File: config.mk
export PLATFORM = sky130hd
export DESIGN_NAME = io_pad_ctrl
export DESIGN_NICKNAME = d
export VERILOG_FILES = /design/src/rtl/io_pad_ctrl.sv
export SDC_FILE = /design/constraint.sdc
export NUM_CORES = 1
export LEC_CHECK = 0
export CAP_MARGIN = 30
export CORE_MARGIN = 2
export CORE_UTILIZATION = 45
export DETAILED_ROUTE_END_ITERATION = 8
export PLACE_DENSITY_LB_ADDON = 0.05
export SETUP_SLACK_MARGIN = 0.1
export SLEW_MARGIN = 20
export SYNTH_ARGS = -nofsm -noshare
export SYNTH_HDL_FRONTEND = slang
export SYNTH_SLANG_ARGS = --single-unit
File: constraint.sdc
create_clock -name wb_clk_i -period 1.85 [get_ports wb_clk_i]
set_input_delay 0.37 -clock wb_clk_i [delete_from_list [all_inputs] [get_ports wb_clk_i]]
set_output_delay 0.37 -clock wb_clk_i [all_outputs]
set_load 0.05 [all_outputs]
File: src/rtl/io_pad_ctrl.sv
// Pad controller between the user core and the pads: Wishbone-programmable per-pin
// output/direction overrides, a synchronised input path and sticky rising-edge interrupts.
module io_pad_ctrl #(
  parameter int          NUM_IO      = 38,
  parameter int          SYNC_STAGES = 2,
  parameter logic [31:0] ADDR_BASE   = 32'h3000_0000
) (
  input  logic              wb_clk_i,
  input  logic              wb_rst_n,
  input  logic              wbs_cyc_i,
  input  logic              wbs_stb_i,
  input  logic              wbs_we_i,
  input  logic [3:0]        wbs_sel_i,
  input  logic [31:0]       wbs_adr_i,
  input  logic [31:0]       wbs_dat_i,
  output logic [31:0]       wbs_dat_o,
  output logic              wbs_ack_o,
  input  logic [NUM_IO-1:0] core_out,
  input  logic [NUM_IO-1:0] core_oeb,
  output logic [NUM_IO-1:0] core_in,
  input  logic [NUM_IO-1:0] io_in,
  output logic [NUM_IO-1:0] io_out,
  output logic [NUM_IO-1:0] io_oeb,
  output logic              user_irq
);
  localparam logic [4:0] R_OVR_EN   = 5'd0;
  localparam logic [4:0] R_OVR_OUT  = 5'd1;
  localparam logic [4:0] R_OVR_OEB  = 5'd2;
  localparam logic [4:0] R_IN       = 5'd3;
  localparam logic [4:0] R_IRQ_EN   = 5'd4;
  localparam logic [4:0] R_IRQ_STAT = 5'd5;

  logic [NUM_IO-1:0] r_ovr_en, r_ovr_out, r_ovr_oeb, r_irq_en, r_irq_stat, r_prev;
  logic [SYNC_STAGES-1:0][NUM_IO-1:0] r_sync;
  logic              r_ack, r_irq;
  logic [31:0]       r_dat;

  logic              w_acc, w_wr, w_bank;
  logic [4:0]        w_idx;
  logic [NUM_IO-1:0] w_wm, w_wd, w_sync, w_rise, w_clr, w_rv;
  logic [31:0]       w_rdat;
  logic              w_unused;

  // A hit is taken only while ack is low, so back-to-back strobes get one ack per 2 cycles.
  assign w_acc    = wbs_cyc_i & wbs_stb_i & (wbs_adr_i[31:8] == ADDR_BASE[31:8]) & ~r_ack;
  assign w_wr     = w_acc & wbs_we_i;
  assign w_idx    = wbs_adr_i[7:3];
  assign w_bank   = wbs_adr_i[2];
  assign w_unused = ^wbs_adr_i[1:0];

  // Per-pin write lane: pin i lives in bank i/32, byte (i%32)/8 of the data word.
  for (genvar i = 0; i < NUM_IO; i++) begin : g_lane
    assign w_wm[i] = (w_bank == 1'(i / 32)) & wbs_sel_i[(i % 32) / 8];
    assign w_wd[i] = wbs_dat_i[i % 32];
  end

  assign w_sync = r_sync[SYNC_STAGES-1];
  assign w_rise = w_sync & ~r_prev & r_irq_en;
  assign w_clr  = (w_wr && w_idx == R_IRQ_STAT) ? (w_wd & w_wm) : '0;

  always_comb begin
    w_rv = '0;
    case (w_idx)
      R_OVR_EN:   w_rv = r_ovr_en;
      R_OVR_OUT:  w_rv = r_ovr_out;
      R_OVR_OEB:  w_rv = r_ovr_oeb;
      R_IN:       w_rv = w_sync;
      R_IRQ_EN:   w_rv = r_irq_en;
      R_IRQ_STAT: w_rv = r_irq_stat;
      default:    w_rv = '0;
    endcase
    w_rdat = '0;
    for (int i = 0; i < NUM_IO; i++)
      if (w_bank == 1'(i / 32)) w_rdat[i % 32] = w_rv[i];
  end

  always_ff @(posedge wb_clk_i or negedge wb_rst_n) begin
    if (!wb_rst_n) begin
      r_ack      <= 1'b0;
      r_dat      <= '0;
      r_irq      <= 1'b0;
      r_sync     <= '0;
      r_prev     <= '0;
      r_ovr_en   <= '0;
      r_ovr_out  <= '0;
      r_ovr_oeb  <= '1;
      r_irq_en   <= '0;
      r_irq_stat <= '0;
    end else begin
      r_ack     <= w_acc;
      r_irq     <= |(r_irq_stat & r_irq_en);
      r_sync[0] <= io_in;
      for (int s = 1; s < SYNC_STAGES; s++) r_sync[s] <= r_sync[s-1];
      r_prev    <= w_sync;
      if (w_acc && !wbs_we_i) r_dat <= w_rdat;
      if (w_wr && w_idx == R_OVR_EN)  r_ovr_en  <= (r_ovr_en  & ~w_wm) | (w_wd & w_wm);
      if (w_wr && w_idx == R_OVR_OUT) r_ovr_out <= (r_ovr_out & ~w_wm) | (w_wd & w_wm);
      if (w_wr && w_idx == R_OVR_OEB) r_ovr_oeb <= (r_ovr_oeb & ~w_wm) | (w_wd & w_wm);
      if (w_wr && w_idx == R_IRQ_EN)  r_irq_en  <= (r_irq_en  & ~w_wm) | (w_wd & w_wm);
      // A new edge in the same cycle as a W1C keeps the flag set.
      r_irq_stat <= (r_irq_stat & ~w_clr) | w_rise;
    end
  end

  assign wbs_ack_o = r_ack;
  assign wbs_dat_o = r_dat;
  assign user_irq  = r_irq;
  assign core_in   = w_sync;
  assign io_out    = (r_ovr_en & r_ovr_out) | (~r_ovr_en & core_out);
  assign io_oeb    = (r_ovr_en & r_ovr_oeb) | (~r_ovr_en & core_oeb);
endmodule

==> impl_metrics.xml <==
<?xml version="1.0" encoding="UTF-8"?>
<metrics>
  <group name="die">
    <metric name="die_height" unit="microns">185.6</metric>
    <metric name="die_width" unit="microns">185.6</metric>
    <metric name="io-pin-count" unit="">335</metric>
    <metric name="num_rows" unit="">66</metric>
    <metric name="initial_core_util" unit="">0.4560</metric>
    <metric name="design.die.area" unit="sq um">34440</metric>
    <metric name="placeableCoreArea" unit="sq um">32540</metric>
  </group>
  <group name="worst_setup_path">
    <metric name="ff2ff_path_depth" unit="">6</metric>
    <metric name="reg2reg_from" unit="">wbs_ack_o$_DFF_PN0_</metric>
    <metric name="path_max_fanout" unit="">16</metric>
    <metric name="worstSetupStartpointType" unit="">input pin</metric>
    <metric name="critical_path_required" unit="ns">2.26</metric>
    <metric name="worst_setup_path_end_kind" unit="">flop</metric>
    <metric name="type_of_the_setup_path_with_the_least_slack" unit="">input pin to flop</metric>
    <metric name="reg2reg_setup_slack" unit="ns">-0.42</metric>
    <metric name="crit_arrival" unit="ns">2.69</metric>
    <metric name="worstReg2RegEnd" unit="">wbs_dat_o[4]$_DFFE_PN0P_</metric>
  </group>
  <group name="cts">
    <metric name="ctsLongestPathBuffers" unit="">3</metric>
    <metric name="clk_latency" unit="ns">0.52</metric>
    <metric name="cts_tree" unit="">built</metric>
    <metric name="clock_tree.htree_level_count" unit="">2</metric>
    <metric name="cts_root_buffer" unit="">clkbuf_16</metric>
    <metric name="clk_pin_slew" unit="ns">0.06</metric>
    <metric name="numClockSinks" unit="">338</metric>
    <metric name="cts-buffers-inserted" unit="">37</metric>
  </group>
  <group name="placement">
    <metric name="detailed_place.area" unit="sq um">20060</metric>
    <metric name="place_congestion" unit="">0.8538</metric>
    <metric name="detailed_place_hpwl" unit="microns">34080</metric>
    <metric name="numPortBuffers" unit="">332</metric>
  </group>
  <group name="timing">
    <metric name="rsz_0062_raised_after_global_routing" unit="">yes</metric>
    <metric name="timing_hold_violations_final" unit="">0</metric>
    <metric name="finalMaxSlewViolations" unit="">0</metric>
    <metric name="timing.setup.tns" unit="ns">-68.09</metric>
    <metric name="layout_worst_path_cycle_share" unit="">1.233</metric>
    <metric name="fmax" unit="GHz">0.4386</metric>
    <metric name="timing.final.setup_violations" unit="">224</metric>
    <metric name="finalClockSkew" unit="ns">0.01703</metric>
    <metric name="final.min_clock_period" unit="ns">2.280</metric>
    <metric name="tightestPinTransition" unit="ns">0.7609</metric>
    <metric name="fin_ws" unit="ns">-0.4301</metric>
    <metric name="maxSlewHeadroom" unit="">0.4915</metric>
  </group>
  <group name="power_and_ir_drop">
    <metric name="post-layout-total-power" unit="mW">16.90</metric>
    <metric name="ir_worst_vdd" unit="uV">579.6</metric>
    <metric name="power_leakage" unit="nW">9.987</metric>
    <metric name="power.density" unit="nW/um^2">746.1</metric>
  </group>
  <group name="logic_synthesis">
    <metric name="post_synthesis_async_set_or_reset_flop_share" unit="">1.000</metric>
    <metric name="synth_top_area_cell" unit="">dfrtp_1</metric>
    <metric name="yosysSeqAreaShare" unit="">0.5732</metric>
    <metric name="netlist_top_cells_count" unit="">dfrtp_1 (300), mux2_2 (249), a22oi_1 (69), nand2_1 (69)</metric>
    <metric name="syn-num-nets" unit="">1291</metric>
    <metric name="yosys-top-cells-area" unit="">dfrtp_1 (51%), mux2_2 (19%), dfstp_2 (6.7%)</metric>
    <metric name="post_synth.cell_area_avg" unit="sq um">13.44</metric>
    <metric name="synth_top_area_frac" unit="">0.5059</metric>
    <metric name="synth_cell_types" unit="">46</metric>
    <metric name="cell_count_after_synthesis" unit="">1104</metric>
    <metric name="ys_ff_latch" unit="">338</metric>
    <metric name="synth-edff-count" unit="">0</metric>
    <metric name="synth_flop_cell" unit="">dfrtp_1</metric>
    <metric name="synth_area" unit="sq um">14840</metric>
    <metric name="synth_most_common_cell" unit="">dfrtp_1</metric>
    <metric name="synth-warning-count" unit="">0</metric>
  </group>
  <group name="route">
    <metric name="drt-total-wl" unit="microns">47910</metric>
    <metric name="dr_total_vias" unit="">11320</metric>
    <metric name="detailedRoute.firstPassIterationCount" unit="">5</metric>
    <metric name="wl_per_cell" unit="microns">23.82</metric>
    <metric name="final_antenna_net_count" unit="">0</metric>
    <metric name="drtIter0Drc" unit="">813</metric>
    <metric name="drt_drc_violations_left" unit="">0</metric>
    <metric name="vias_per_cell" unit="">5.630</metric>
  </group>
  <group name="min_path">
    <metric name="worst_min_path_class" unit="">input pin to flop</metric>
    <metric name="whs_endpoint" unit="">r_sync[29]$_DFF_PN0_</metric>
    <metric name="worstHoldStart" unit="">io_in[29]</metric>
    <metric name="hold_depth" unit="">1</metric>
  </group>
  <group name="cells_and_area">
    <metric name="post_route_cells_drive_above_1_share" unit="">0.4758</metric>
    <metric name="area_growth_syn_to_layout" unit="%">52.65</metric>
    <metric name="finalCoreUtilization" unit="">0.6962</metric>
    <metric name="nNetsFinal" unit="">1727</metric>
    <metric name="postLayoutCellArea" unit="sq um">22650</metric>
  </group>
  <group name="global_routing">
    <metric name="gr-usage-all-layers" unit="">0.2806</metric>
    <metric name="number_of_antenna_violations_at_the_first_check_in_global_routing" unit="">2</metric>
    <metric name="grt_pass1_wl" unit="microns">73000</metric>
    <metric name="maximum_number_of_pins_on_one_net_before_global_route_repair" unit="">63</metric>
    <metric name="grt_pass1_vias" unit="">12010</metric>
    <metric name="global_route.overflow_total" unit="">0</metric>
  </group>
  <group name="outcome">
    <metric name="status" unit="">complete, but fails checks</metric>
    <metric name="failing_checks" unit="">setup timing</metric>
  </group>
  <group name="run">
    <metric name="drv_cap" unit="">0</metric>
  </group>
</metrics>
## cells by family after synthesis
family | after synthesis | share of synthesized area
flip-flops | 338 | 0.5732
multiplexers | 277 | 0.2101
AO/OA/AOI/OAI | 191 | 0.1063
AND/OR/NAND/NOR | 181 | 0.06443
buffers and inverters | 117 | 0.04596
## layout make-up
type | instances | area, sq um
flip-flops and latches | 338 | 8527
clock inverters | 4 | 48.80
diodes | 1 | 2.502
inverters | 1 | 3.754
clock buffers | 63 | 1136
fillers | 2327 | 9886
multi-input cells | 649 | 6714
repair buffers | 513 | 5665
well taps | 442 | 553.0
## worst max path at each step
stage	cells after the start	slack, ns	end	start
final	7	-0.43	wbs_dat_o[4]$_DFFE_PN0P_	wbs_stb_i
after global routing	7	-0.49	wbs_dat_o[14]$_DFFE_PN0P_	wbs_ack_o$_DFF_PN0_
after floorplan	6	-0.16	wbs_dat_o[17]$_DFFE_PN0P_	wbs_ack_o$_DFF_PN0_
after global placement	9	-0.96	flop	wbs_adr_i[15]
after detailed placement	9	-0.94	flop	wbs_cyc_i
after CTS	6	-0.38	wbs_dat_o[3]$_DFFE_PN0P_	wbs_ack_o$_DFF_PN0_
## where the power goes
| group | total [mW] | internal (mW) | switching, mW |
|---|---|---|---|
| combinational | 2.12 | 1.04 | 1.09 |
| clock | 7.17 | 4.31 | 2.86 |
| sequential | 7.61 | 7.53 | 0.0844 |
## routing by layer
metal  up-vias  track usage  share of wire
li1       4976            -              -
met1      5759       0.3848           0.43
met2       485       0.4418           0.46
met3       100      0.06554          0.078
met4         2      0.09323          0.031
met5         -            0        0.00025
## stage by stage
| stage | hold WS (ns) | worst slack [ns] | instances |
|---|---|---|---|
| 4_1_cts | 0.2690 | -0.3811 | 2006 |
| 5_1_grt | 0.2742 | -0.4892 | 2010 |
| 3_3_place_gp | 0.2773 | -0.9589 | 1893 |
| 6_report | 0.2876 | -0.4301 | 2011 |
| 2_1_floorplan | 0.07441 | -0.1647 | 1104 |
| 3_5_place_dp | 0.2774 | -0.9381 | 1893 |
## cells in the final DEF, fill, tap and decap left out, drive strengths merged, types with 2 or more instances in the layout
cell	synthesis	routed
o41ai	5	5
dfstp	38	38
nand3	10	10
o211ai	16	16
a22oi	69	69
a21oi	2	2
clkbuf	27	63
o2bb2ai	37	37
and3	21	21
mux2	265	265
or4	2	2
a2111oi	5	5
and2	8	8
dlygate4sd2	0	2
mux2i	11	11
dfrtp	300	300
a22o	36	36
inv	1	2
nor2b	3	3
nor4	5	5
buf	89	331
clkinv	0	2
clkdlybuf4s50	0	179
nor2	12	12
nand2	69	69
nand4	43	43
o21ai	6	6
nor3	4	4
a221oi	10	10
## worst max-delay path, cell delays in order
cell and delay, ns:
clkdlybuf4s50_1 0.47, nor4bb_4 0.27, nand4_1 0.22, buf_4 0.22, or4_4 0.61, buf_12 0.20, o41ai_2 0.33
## repair_timing
item,4_1_cts,5_1_grt
buffers inserted,44,7
pin swaps,18,21
setup endpoints to repair,299,300
hold endpoints to repair,27,0
hold buffers,1,0
gates resized for setup,232,36
cloned,3,0
No activity file was read; power rests on OpenSTA's default activity.
